`config.mk`:
```
export PLATFORM = sky130hd
export DESIGN_NAME = trigger_debounce_flat
export DESIGN_NICKNAME = d
export VERILOG_FILES = /design/src/rtl/trigger_debounce_if.sv /design/src/rtl/trigger_debounce.sv /design/src/flat_wrapper.sv
export SDC_FILE = /design/constraint.sdc
export NUM_CORES = 1
export LEC_CHECK = 0
export CORE_MARGIN = 4
export CORE_UTILIZATION = 46
export DETAILED_ROUTE_END_ITERATION = 8
export PLACE_DENSITY = 0.71
export SYNTH_ARGS = -nofsm -noshare
export SYNTH_HDL_FRONTEND = slang
export SYNTH_SLANG_ARGS = --single-unit
```
`constraint.sdc`:
```
create_clock -name clk -period 1.7 [get_ports clk]
set_input_delay 0.51 -clock clk [delete_from_list [all_inputs] [get_ports clk]]
set_output_delay 0.51 -clock clk [all_outputs]
set_load 0.05 [all_outputs]
```
`src/rtl/trigger_debounce_if.sv`:
```
// Button/trigger signal bundle between the debouncer and its environment.
// The slave side is the debouncer itself; the master side drives the raw
// button and observes the trigger/busy outputs.
interface trigger_debounce_if;
    logic btn_in;   // raw, asynchronous, bouncy button level
    logic trigger;  // one-cycle pulse per accepted press
    logic busy;     // high from the pulse until re-arm completes

    modport master (output btn_in, input trigger, input busy);
    modport slave  (input btn_in, output trigger, output busy);
endinterface

```
`src/rtl/trigger_debounce.sv`:
```
// Debounced single-shot trigger: synchronises a bouncy button, qualifies a
// stable press, fires one pulse, holds off for a full counter run and then
// waits for a stable release before accepting the next press.
module trigger_debounce #(
    parameter int DEBOUNCE_CYCLES = 4,   // 1..255
    parameter int HOLDOFF_CYCLES  = 11   // 1..255
) (
    input  logic              clk,
    input  logic              rst_n,
    trigger_debounce_if.slave bus
);

    typedef enum logic [2:0] {
        IDLE    = 3'd0,
        PRESS   = 3'd1,
        FIRE    = 3'd2,
        HOLD    = 3'd3,
        RELEASE = 3'd4
    } state_t;

    // Terminal counts; the parameter range keeps both within 8 bits.
    localparam logic [7:0] DEB_LAST  = 8'(DEBOUNCE_CYCLES - 1);
    localparam logic [7:0] HOLD_LAST = 8'(HOLDOFF_CYCLES - 1);

    logic   s1_q, btn_s_q;
    state_t state_q, state_d;
    logic [7:0] cnt_q, cnt_d;

    // Two-flop synchroniser; the FSM only ever looks at btn_s_q.
    always_ff @(posedge clk or negedge rst_n) begin
        if (!rst_n) begin
            s1_q    <= 1'b0;
            btn_s_q <= 1'b0;
        end else begin
            s1_q    <= bus.btn_in;
            btn_s_q <= s1_q;
        end
    end

    // State and shared down-path counter registers.
    always_ff @(posedge clk or negedge rst_n) begin
        if (!rst_n) begin
            state_q <= IDLE;
            cnt_q   <= 8'd0;
        end else begin
            state_q <= state_d;
            cnt_q   <= cnt_d;
        end
    end

    // Next-state logic; the counter is cleared on every state entry.
    always_comb begin
        state_d = state_q;
        cnt_d   = cnt_q;
        case (state_q)
            IDLE: begin
                if (btn_s_q) begin
                    state_d = PRESS;
                    cnt_d   = 8'd0;
                end
            end
            PRESS: begin
                if (!btn_s_q) begin
                    // Bounce: restart qualification from scratch.
                    state_d = IDLE;
                    cnt_d   = 8'd0;
                end else if (cnt_q == DEB_LAST) begin
                    state_d = FIRE;
                    cnt_d   = 8'd0;
                end else begin
                    cnt_d = cnt_q + 8'd1;
                end
            end
            FIRE: begin
                state_d = HOLD;
                cnt_d   = 8'd0;
            end
            HOLD: begin
                // Input ignored; a press started here is absorbed by RELEASE.
                if (cnt_q == HOLD_LAST) begin
                    state_d = RELEASE;
                    cnt_d   = 8'd0;
                end else begin
                    cnt_d = cnt_q + 8'd1;
                end
            end
            RELEASE: begin
                if (btn_s_q) begin
                    cnt_d = 8'd0;
                end else if (cnt_q == DEB_LAST) begin
                    state_d = IDLE;
                    cnt_d   = 8'd0;
                end else begin
                    cnt_d = cnt_q + 8'd1;
                end
            end
            default: begin
                // Unused encodings recover to IDLE.
                state_d = IDLE;
                cnt_d   = 8'd0;
            end
        endcase
    end

    // Outputs decode the state register only, so they cannot glitch.
    assign bus.trigger = (state_q == FIRE);
    assign bus.busy    = (state_q == FIRE) || (state_q == HOLD) || (state_q == RELEASE);

endmodule

```
`src/flat_wrapper.sv`:
```
// flat-port wrapper written by rule: the top's interface ports become plain ports
module trigger_debounce_flat 
#(
    parameter int DEBOUNCE_CYCLES = 4,            
    parameter int HOLDOFF_CYCLES  = 11            
)
  (clk, rst_n, bus_btn_in, bus_trigger, bus_busy);
  trigger_debounce_if bus_i ();
  input  logic clk;
  input  logic rst_n;
  input wire logic [$bits(bus_i.btn_in)-1:0] bus_btn_in;
  output wire logic [$bits(bus_i.trigger)-1:0] bus_trigger;
  output wire logic [$bits(bus_i.busy)-1:0] bus_busy;
  assign bus_i.btn_in = bus_btn_in;
  assign bus_trigger = bus_i.trigger;
  assign bus_busy = bus_i.busy;
  trigger_debounce #(.DEBOUNCE_CYCLES(DEBOUNCE_CYCLES), .HOLDOFF_CYCLES(HOLDOFF_CYCLES)) u_core (.clk(clk), .rst_n(rst_n), .bus(bus_i));
endmodule
```
# Word level (Yosys, flattened, before mapping)
# Cells that the tools add are included.
[totals] reg_bits=13 in_bits=3
[classes] mux=13 n_reduce_logical=4 add_sub_neg=1 eq_ne=11
[op_table] cell="two-way mux 8 bit" count=5
[op_table] cell="case mux 8 bit (4 select lines)" count=1
[op_table] cell="two-way mux 3 bit" count=6
[op_table] cell="case mux 3 bit (5 select lines)" count=1
[op_table] cell="adder 8 x 1 -> 8 bit, second input constant" count=1
[op_table] cell="== test 8 x 2 -> 1 bit, second input constant" count=1
[op_table] cell="== test 8 x 4 -> 1 bit, second input constant" count=1
[op_table] cell="== test 3 x 2 -> 1 bit, second input constant" count=2
[op_table] cell="!= test 2 x 1 -> 1 bit, second input constant" count=3
[op_table] cell="AND reduction 5 bit" count=1
[op_table] cell="== test 3 x 1 -> 1 bit, second input constant" count=1
[op_table] cell="== test 3 bit, second input constant" count=1
[op_table] cell="logical NOT 3 bit" count=1
[op_table] cell="!= test 3 bit, second input constant" count=1
[op_table] cell="logical OR 1 bit" count=2
[op_table] cell="!= test 2 bit, second input constant" count=1

# Depth between registers and ports, before layout
# Gate-level depths: netlist of the first run.
[depth] ltp_word=4 mapped_depth=7 mapped_depth_nobuf=6

# Worst setup path after synthesis of the first run
# No wires, ideal clock.
[synth_path] kind="reg-to-output" from="register u_core.state_q[2]" to="output port bus_trigger" stages_incl_launch_ff=4 n_path_buf=1 arrival_ns=1.378 slack_ns=-0.188 cell_sequence="dfrtp_1 buf_4 or2b_1 nor2_1"
[synth_between] elab_chain_len=1
[synth_rtl] element="from (decl)" line="trigger_debounce.sv:26" rtl="state_t state_q, state_d;"
[synth_rtl] element="from (signal assigned)" line="trigger_debounce.sv:46" rtl="state_q <= state_d;"
[synth_rtl] element="== test 3 x 2 -> 1 bit" line="trigger_debounce.sv:106" rtl="assign bus.trigger = (state_q == FIRE);"
[synth_rtl] element="to (decl)" line="flat_wrapper.sv:12" rtl="output wire logic [$bits(bus_i.trigger)-1:0] bus_trigger;"
# No other way between the ends.

# Final worst setup path of the first run
# Ends and elaborated chain as after synthesis.

==> results summary, run 1 <==
The flow ran to the end, but the final reports show violations. The checks that failed: setup timing. Of the post-synthesis cell area, the dominant cell type holds 0.416. The leftover overflow at the end of global routing is 0. The worst-case clock skew is 0.00345 ns. The biggest area contributor in the post-synthesis netlist is sky130_fd_sc_hd__dfrtp_1. The first global-routing pass estimated 2770 um of wire. The maximum number of pins on one net before global-route repair is 14. The number of antenna-violating nets in the routed design came out at 0. TritonCTS built the clock tree. Setup violations remaining at the end of the flow were counted as 1. STA classifies the critical path endpoint as an output pin.

The average wire length per cell after detail routing came out at between 10 and 15 um. The number of rows in the core area is 14. The final net count came out at 111.

The area inside the core boundary is 1560 um^2. IR analysis of the VDD net gives a maximum drop of 0.861 mV. The clock tree buffer depth is 2. The arrival time at the worst endpoint is 1.24 ns. The worst slew slack as a fraction of its limit came out at 0.834.

The worst-path maximum fanout is 2. After synthesis, the cell types taking the most area are sky130_fd_sc_hd__dfrtp_1 (42%), sky130_fd_sc_hd__nand2_1 (4.3%), sky130_fd_sc_hd__o21ai_0 (3.8%), sky130_fd_sc_hd__a21oi_1 (3.2%), sky130_fd_sc_hd__ha_1 (3.2%). Counting flops and latches in the post-synthesis netlist gives 13. The tree built by TritonCTS fans out to 13 sinks. The static power due to leakage came out at 0.462 nW.

Across all setup checks in the final design, the least slack found is -0.0454 ns. Buffers inserted during clock tree synthesis total 3. The critical path in this run is classified as reg2out. After clock tree synthesis, the flow added hold-fix buffers numbering 0. The sum of routed wire length over all layers is 1610 um.

The leading cell type in the layout, fill and taps excluded is sky130_fd_sc_hd__buf_4. The count of boundary I/O pins is 5. Yosys mapped a number of flops with a built-in enable equal to 0. For this run, the total global-route usage over all layers was measured as 0.146. The starting utilization of the core area is 0.502.

Walking the worst path, the cells encountered are or2b_1 > nor2_2 > buf_12. The minimum clock period after layout came out at 1.75 ns. The total number of yosys warnings came out at 0. In this run the number of H-tree levels came out at 1. The combined area of all synthesized cells is 782 um^2.

Setup repair after global routing could not meet its margin everywhere. The post-synthesis async set-or-reset flop share is 1.00. The number of antenna violations at the first check in global routing is 0. The post-synth net total came out at 89.

The clock latency reported for the late side of the worst-skew pair is between 0.2 and 0.3 ns. The highest achievable clock rate came out at 573 MHz. The relative area change from synthesis to final layout is 27.5%. The number of non-filler instances in the completed layout came out at 121. The total number of vias is 663. The power per cell area came out at 1260 nW/um^2.

STA classifies the critical path startpoint as a register. After the first detailed-routing iteration, the DRC count stood at 9. The vertical die dimension is 49.2 um.

The number of antenna diodes came out at 0. The required time at the worst-slack endpoint came out at between 1 and 1.5 ns. The sum of net half-perimeters after detailed placement came out at 951 um. The share of the yosys chip area belonging to registers came out at 0.416.

The final count of hold timing violations came out at 0. The x dimension of the die is 49.2 um. The count of placed standard cells including taps came out at approximately 110. The overall power consumption came out at 1.26 mW.

Using the TritonRoute via totals, the vias-per-cell ratio works out to between 5 and 6. The final estimated routing congestion in global placement is 0.761. After synthesis, the netlist uses 33 different library cells. The final number of max-transition violations came out at 0. The dominant synthesized flop cell is sky130_fd_sc_hd__dfrtp_1. The clock-pin slew on the worst setup and hold paths is 0.07 ns.

The number of instances in the synthesized netlist is 84. The slew at the pin closest to its max-slew limit came out at between 0.2 and 0.25 ns. The number of global-route vias before repair came out at 640. The total die area is roughly 2400 um^2. The final worst-path cycle share is 1.03. The stage delay of the slowest cell on the critical path is 0.42 ns. The number of remaining DRC errors came out at 0. The count of TritonRoute iterations in the first routing pass is 4. The largest individual stage delay along the critical path comes from the cell sky130_fd_sc_hd__dfrtp_2.

The count of buffers added on input and output ports is 4. The worst hold path belongs to the class reg2reg. The ratio of cells with drive above 1 in the final layout came out at 0.333. Across the run, the number of max-cap violations was 0. In this run the clock root is driven by a sky130_fd_sc_hd__clkbuf_4. After synthesis, the mean cell area works out to 9.31 um^2.

The library cells used most frequently in the layout, excluding fill and tap cells, are sky130_fd_sc_hd__buf_4 (15), sky130_fd_sc_hd__dfrtp_1 (10), sky130_fd_sc_hd__nand2_1 (8).
final timing paths:
kind                                    from           endpoint  slack, ns  cells past startpoint
max reg2reg                u_core.state_q[1]    u_core.cnt_q[7]       0.04                      7
min in group asynchronous              rst_n    u_core.cnt_q[3]       0.53                      2
min                              u_core.s1_q     u_core.btn_s_q       0.36                      0
min reg2reg                      u_core.s1_q     u_core.btn_s_q       0.36                      0
max in group asynchronous              rst_n  u_core.state_q[2]       1.00                      2
max                        u_core.state_q[2]        bus_trigger      -0.05                      3
synth_stat cells (all sizes together), types with 2 or more instances:
| cell | number |
|---|---|
| a21oi | 5 |
| and3 | 3 |
| buf | 5 |
| dfrtp | 13 |
| ha | 2 |
| inv | 3 |
| nand2 | 9 |
| nand2b | 2 |
| nand3 | 5 |
| nand3b | 2 |
| nor2 | 7 |
| nor3 | 4 |
| o21ai | 7 |
| o21bai | 2 |
metal layers:
layer | share of wire | global-route usage
met1 | 0.47 | 0.187
met2 | 0.48 | 0.228
met3 | 0.020 | 0.0214
met4 | 0.032 | 0.0948
met5 | 0 | 0
report_power, final:
| part | internal, mW | switching, mW | leakage [nW] |
|---|---|---|---|
| clock | 0.0911 | 0.0992 | 0.0150 |
| sequential | 0.357 | 0.0362 | 0.167 |
| combinational | 0.341 | 0.334 | 0.280 |
| total | 0.789 | 0.470 | 0.462 |
cell families (layout without fill, tap and decap cells):
| family | count (synthesis) | after routing | share of synthesized area |
|---|---|---|---|
| flops | 13 | 13 | 0.416 |
| compound gates | 23 | 23 | 0.211 |
| simple gates | 37 | 37 | 0.258 |
| buf+inv | 8 | 29 | 0.0720 |
| fa+ha+maj | 2 | 2 | 0.0320 |
| xor+xnor | 1 | 1 | 0.0112 |
critical path: cells and delay by family, from the launching register on:
kind	cells	cell delay, ns
flops	1	0.42
simple gates	2	0.39
buf+inv	1	0.15
state kept, by name, summed over array words and instances, names as in the netlist:
register / count
u_core.cnt_q: 8
u_core.state_q: 3
u_core.btn_s_q: 1
u_core.s1_q: 1
cell type report:
type | instances | area, um^2
multi-input cells | 63 | 410
repair buffers | 22 | 200
inverters | 3 | 11.3
well taps | 16 | 20.0
clock buffers | 4 | 26.3
fillers | 121 | 562
flip-flops and latches | 13 | 329
metrics by stage:
stage | hold WS [ns] | setup slack [ns] | cell area [um^2] | utilization | TNS, ns
final | 0.359 | -0.0454 | 997 | 0.640 | -0.0454
after global routing | 0.372 | -0.0797 | 997 | 0.640 | -0.139
after CTS | 0.362 | -0.0423 | 960 | 0.616 | -0.0423
after detailed placement | 0.344 | 0.0633 | 880 | 0.564 | 0
after global placement | 0.336 | 0.0837 | 880 | 0.564 | 0
after floorplan | 0.214 | 0.0314 | 785 | - | 0
timing repair:
action | in CTS | in global routing
endpoints found under the setup margin | 2 | 3
pin swaps | 3 | 5
cloned | 0 | 1
resized for setup | 4 | 5
setup buffers | 6 | 3
Note: power is estimated with default switching activity, not from simulation.
==> run 2: changes to the inputs <==
- CAP_MARGIN: not set -> 20
- CORE_MARGIN: 4 -> not set
- MAX_ROUTING_LAYER: not set -> met4
==> results summary, run 2 (same netlist as run 1, synthesis figures left out) <==
The number of global-route vias before repair came out at 632 (-1.3%). The final estimated routing congestion in global placement is 0.785 (+3.1%). The final net count came out at 110 (-0.90%). The startpoint type of the worst setup path is a register.

The worst-case clock skew is 0.00669 ns (+0.00324 ns). The area of all placed cells without fillers is 993 um^2 (-0.38%). The met2 layer wire length in the routed design is 761 um (-1.7%). The vertical die dimension was 43.2 um (-12%). The sum of routed wire length over all layers is 1530 um (-5.2%).

The pre-CTS setup slack came out at 0.0375 ns (-0.0258 ns). The global router's overall resource usage came to 0.201 (+0.0550). The required time at the worst-slack endpoint came out at 1.19 ns (about the same).

The count of maximum capacitance violations came to 0 (unchanged). The post-detailed-placement cell area is 880 um^2 (unchanged). The post-route worst setup slack is -0.0381 ns (+0.00732 ns). The H-tree depth is 1 (unchanged). The worst setup path is captured at an output pin. The average wire length per cell after detail routing came to 12.7 um (-4.4%). Setup repair after global routing could not meet its margin everywhere. The library cells used most frequently in the layout, excluding fill and tap cells, are sky130_fd_sc_hd__buf_4 (16), sky130_fd_sc_hd__dfrtp_1 (10), sky130_fd_sc_hd__nand2_1 (8), sky130_fd_sc_hd__o21ai_0 (6).

The first-iteration detailed-routing DRC count is 20 (+11). The worst-path maximum fanout came out at 4 (+2). The overall power consumption is 1.22 mW (-3.4%).

The final number of max-transition violations is 0 (unchanged). The maximum number of pins on one net before global-route repair came out at 14 (unchanged). The final-layout setup total negative slack came out at -0.0541 ns (-0.00873 ns).

The final count of hold timing violations came to 0 (unchanged). The detailed-routing wirelength on met1 was 699 um (-6.9%). The number of filler cells placed in the layout is 115 (-5.0%). The highest achievable clock rate is 575 MHz (+0.42%). The starting utilization of the core area is 0.507 (+0.00570). The wire length of the first global-routing pass came out at 2700 um (-2.5%).

The x dimension of the die came out at 43.2 um (-12%). The number of antenna-violating nets in the routed design was 0 (unchanged). CTS placed an instance of sky130_fd_sc_hd__clkbuf_4 at the clock tree root. The count of hold buffers inserted by post-cts repair came to 0 (unchanged). The type of the most critical hold path is reg2reg.

The static power due to leakage came to 0.460 nW (-0.43%). The power per cell area is 1220 nW/um^2 (-3.0%). The final reports fail on setup timing. The library cell used most frequently in the layout, excluding fill and tap cells, is sky130_fd_sc_hd__buf_4.

The minimum clock period after layout is 1.74 ns (-0.00732 ns). The total clock buffers created by CTS is 3 (unchanged). The area inside the core boundary is 1540 um^2 (-1.1%). The clock sink total is 13 (unchanged). The ratio of cells with drive above 1 in the final layout came out at 0.337 (+0.00321).

TritonCTS built the clock tree. The slew at the pin closest to its max-slew limit is 0.285 ns (+0.0382 ns). The flip-flop count of the largest register, all copies and words added is 8 (unchanged). The number of antenna violations at the first check in global routing came to 0 (unchanged). The worst vdd rail ir drop came out at 0.758 mV (-12%). The number of rows in the core area came to 14 (unchanged). The number of remaining DRC errors came to 0 (unchanged). The number of port buffers is 4 (unchanged). The number of antenna diodes came out at 0 (unchanged).

The sum of net half-perimeters after detailed placement came out at 1030 um (+7.9%). The total number of vias is 689 (+3.9%). Signal routing reaches up to met4. The critical path in this run is classified as reg2out. The minimum setup slack among reg-to-reg paths is 0 ns (-0.04 ns). The final worst-path cycle share came to 1.02 (-0.00430). The routed length on met3 came to 49 um (+48%). The clock latency reported for the late side of the worst-skew pair came out at 0.27 ns (about the same).

The mean number of vias per cell was 5.74 (+4.8%). The flow ran to the end, but the final reports show violations. The relative area change from synthesis to final layout is 27.0%. The leftover overflow at the end of global routing is 0 (unchanged). The count of TritonRoute iterations in the first routing pass is 4 (unchanged). Ranked by flip-flop count, first place goes to u_core.cnt_q. The worst slew slack as a fraction of its limit came out at 0.810 (-0.0242). The clock-pin slew on the worst setup and hold paths came to 0.08 ns (about the same). The arrival time at the worst endpoint came to 1.23 ns (about the same). The final setup violation count came to 3 (+2). The count of boundary I/O pins came out at 5 (unchanged). The total die area came out at 1870 um^2 (-23%). The largest registers in the layout are u_core.cnt_q (8), u_core.state_q (3). The clock tree buffer depth is 2 (unchanged).
run 2: final cells by class:
class                      instances  area (um^2)  area share
multi-input combinational         63          415       0.418
sequential                        13          329       0.331
timing repair buffer              21          191       0.193
clock buffer                       4         26.3      0.0264
tap                               16         20.0      0.0202
inverter                           3         11.3      0.0113
run 2: worst paths after layout:
| check | from | endpoint | cells past startpoint |
|---|---|---|---|
| setup / recovery | u_core.state_q[1] | bus_trigger | 3 |
| hold / removal | u_core.s1_q | u_core.btn_s_q | 0 |
| setup reg to reg | u_core.state_q[1] | u_core.cnt_q[7] | 7 |
| hold reg to reg | u_core.s1_q | u_core.btn_s_q | 0 |
| max in group asynchronous | rst_n | u_core.state_q[2] | 2 |
| min in group asynchronous | rst_n | u_core.s1_q | 2 |
run 2: report_power, final:
| group | internal, mW | switching [mW] | total (mW) |
|---|---|---|---|
| Combinational | 0.315 | 0.320 | 0.635 |
| Sequential | 0.359 | 0.0398 | 0.399 |
| Clock | 0.0907 | 0.0918 | 0.182 |
run 2: critical path, stage by stage (launching register included):
cell	delay, ns
sky130_fd_sc_hd__dfrtp_2	0.39
sky130_fd_sc_hd__or2b_1	0.28
sky130_fd_sc_hd__nor2_2	0.14
sky130_fd_sc_hd__buf_12	0.15
run 2: what timing repair did:
action / 4_1_cts / 5_1_grt
pin swaps: 5 / 1
gates resized for setup: 5 / 2
endpoints found under the setup margin: 2 / 3
buffers inserted: 7 / 2
run 2: layer usage:
layer	vias up	global-route usage
li1	340	-
met4	0	0.0909
met3	2	0.0383
met2	12	0.310
met5	-	-
met1	335	0.255
run 2: metrics by stage:
stage / util / instances / hold slack (ns)
2_1_floorplan: - / 84 / 0.214
3_3_place_gp: 0.571 / 107 / 0.334
3_5_place_dp: 0.571 / 107 / 0.346
4_1_cts: 0.628 / 118 / 0.365
5_1_grt: 0.644 / 120 / 0.368
6_report: 0.644 / 120 / 0.358
==> edit, RTL diff (flow settings as in run 2) <==
The 5 states of `state_t` get a one-hot encoding in 5 bits.
--- a/src/rtl/trigger_debounce.sv
+++ b/src/rtl/trigger_debounce.sv
@@ -10,12 +10,12 @@
     trigger_debounce_if.slave bus
 );
 
-    typedef enum logic [2:0] {
-        IDLE    = 3'd0,
-        PRESS   = 3'd1,
-        FIRE    = 3'd2,
-        HOLD    = 3'd3,
-        RELEASE = 3'd4
+    typedef enum logic [4:0] {
+        IDLE    = 5'b00001,
+        PRESS   = 5'b00010,
+        FIRE    = 5'b00100,
+        HOLD    = 5'b01000,
+        RELEASE = 5'b10000
     } state_t;
 
     // Terminal counts; the parameter range keeps both within 8 bits.
Function: same outputs for any inputs over 10 cycles, from zero or initial values and one cycle with rst_n low; not proved beyond that.
==> edit against run 2 <==
- the run still ends with negative setup slack left
- setup slack got worse by 0.16 ns
- cell area grew 27%
- wire length up 36%
- area after synthesis up 11%
- final cell count is 27% higher
- clock power grew 13%
- global-route usage increased by 4.4 points
- sequential cell count is 2 higher
- total power decreased by 0.98%
==> edit: results (changes against run 2) <==
stage	metric	value	unit	change
power_and_ir_drop	VDD IR-drop max	865	µV	was 758 µV
setup_path	CP max stage delay	0.47	ns	was 0.39 ns
finish	fin cells	152		was 120
detailed_routing	per-cell routed wire length	13.6	µm	was 12.7 µm
yosys	Synth Area in Adders	2.89	%	was 3.20%
status	failing checks	negative setup slack		unchanged
finish	fraction of area in multi-input gates	41.5	%	was 41.8%
status	status	finished, violations left		unchanged
sta	measured slew at the worst slew-check pin	0.387	ns	was 0.285 ns
sta	final setup fails	12		was 3
grt	number of global-route vias before repair	803		was 632
grt	largest net degree at the start of global routing	16		was 14
cts	CTS-repair resized insts	10		was 5
yosys	Synth Area in Compound Gates	15.3	%	was 21.1%
yosys	mux contribution to synthesized area	1.16	%	was 0%
setup_path	top cell family by delay on the critical path	flip-flops		was simple AND/OR/NAND/NOR gates
yosys	Synth top area share	40.5	%	was 41.6%
cts	Setup Buffers After CTS	6		was 7
setup_path	Critical Path AT	1.38	ns	was 1.23 ns
sta	final worst setup slack	-0.194	ns	was -0.0381 ns
grt	All-Layer GR Usage	24.6	%	was 20.1%
finish	# fillers	128		was 115
yosys	synth top area cells	dfrtp_1, o21ai_0, nor2_1		was dfrtp_1, nand2_1, o21ai_0
grt	first-pass GRT wire length	3460	µm	was 2700 µm
sta	worst hold slack	0.358	ns	about the same
setup_path	reg-to-reg slack, setup	-0.15	ns	was 0 ns
finish	biggest regs	u_core.cnt_q (8), u_core.state_q (5)		was u_core.cnt_q (8), u_core.state_q (3)
finish	Seq area share	29.9	%	was 33.1%
yosys	cells after synthesis	90		was 84
finish	Nets	133		was 110
detailed_routing	via count	833		was 689
yosys	xor/xnor share of the synthesized area	3.04	%	was 1.12%
[edit: cell count changes after synthesis, sizes merged, moves of 2 or more]
cell    change
buf         -5
a21oi       -4
nor2        +3
a221o       +2
and3        +2
nand2       -2
nand2b      -2
nand3       +2
o21bai      -2
or2         +2
xnor2       +2
[edit: through the flow]
| step | utilization, % | power (mW) | area, µm² | setup slack [ns] |
|---|---|---|---|---|
| 2_1_floorplan | - | 0.680 | 888 | 0.00279 |
| 3_3_place_gp | 64.9 | 0.889 | 1130 | -0.0599 |
| 3_5_place_dp | 64.9 | 0.903 | 1130 | -0.126 |
| 4_1_cts | 70.3 | 1.17 | 1230 | -0.195 |
| 5_1_grt | 72.5 | 1.28 | 1270 | -0.284 |
| 6_report | 72.5 | 1.20 | 1270 | -0.194 |
[edit: routing by layer]
metal	wire, µm	part of all wire [%]	vias up	global-route usage (%)
met2	1040	50	18	37.4
met3	90	4.3	4	4.00
met4	23	1.1	0	10.9
met1	921	44	408	32.1
li1	-	-	403	-
met5	0	0	-	-
[edit: report_power, final]
group / leakage [nW] / switching [mW] / internal, mW
clock network: 0.0150 / 0.115 / 0.0910
registers: 0.197 / 0.0405 / 0.403
logic: 0.377 / 0.281 / 0.274
[edit: logic make-up (layout without fill, tap and decap cells)]
kind of cell,count (synthesis),after routing
mux,1,1
fa+ha+maj,2,2
buf+inv,4,41
flops,15,15
simple gates,46,46
xor+xnor,3,3
compound gates,19,19
[edit: how the worst max path moves through the flow]
stage	depth (start not counted)	endpoint	slack, ns
after detailed placement	5	u_core.cnt_q[3]$_DFFE_PN0N_	-0.13
after global placement	5	u_core.cnt_q[5]$_DFFE_PN0N_	-0.06
final	4	bus_busy	-0.19
after floorplan	4	bus_busy	0.003
after global routing	4	bus_busy	-0.28
after CTS	4	bus_busy	-0.20
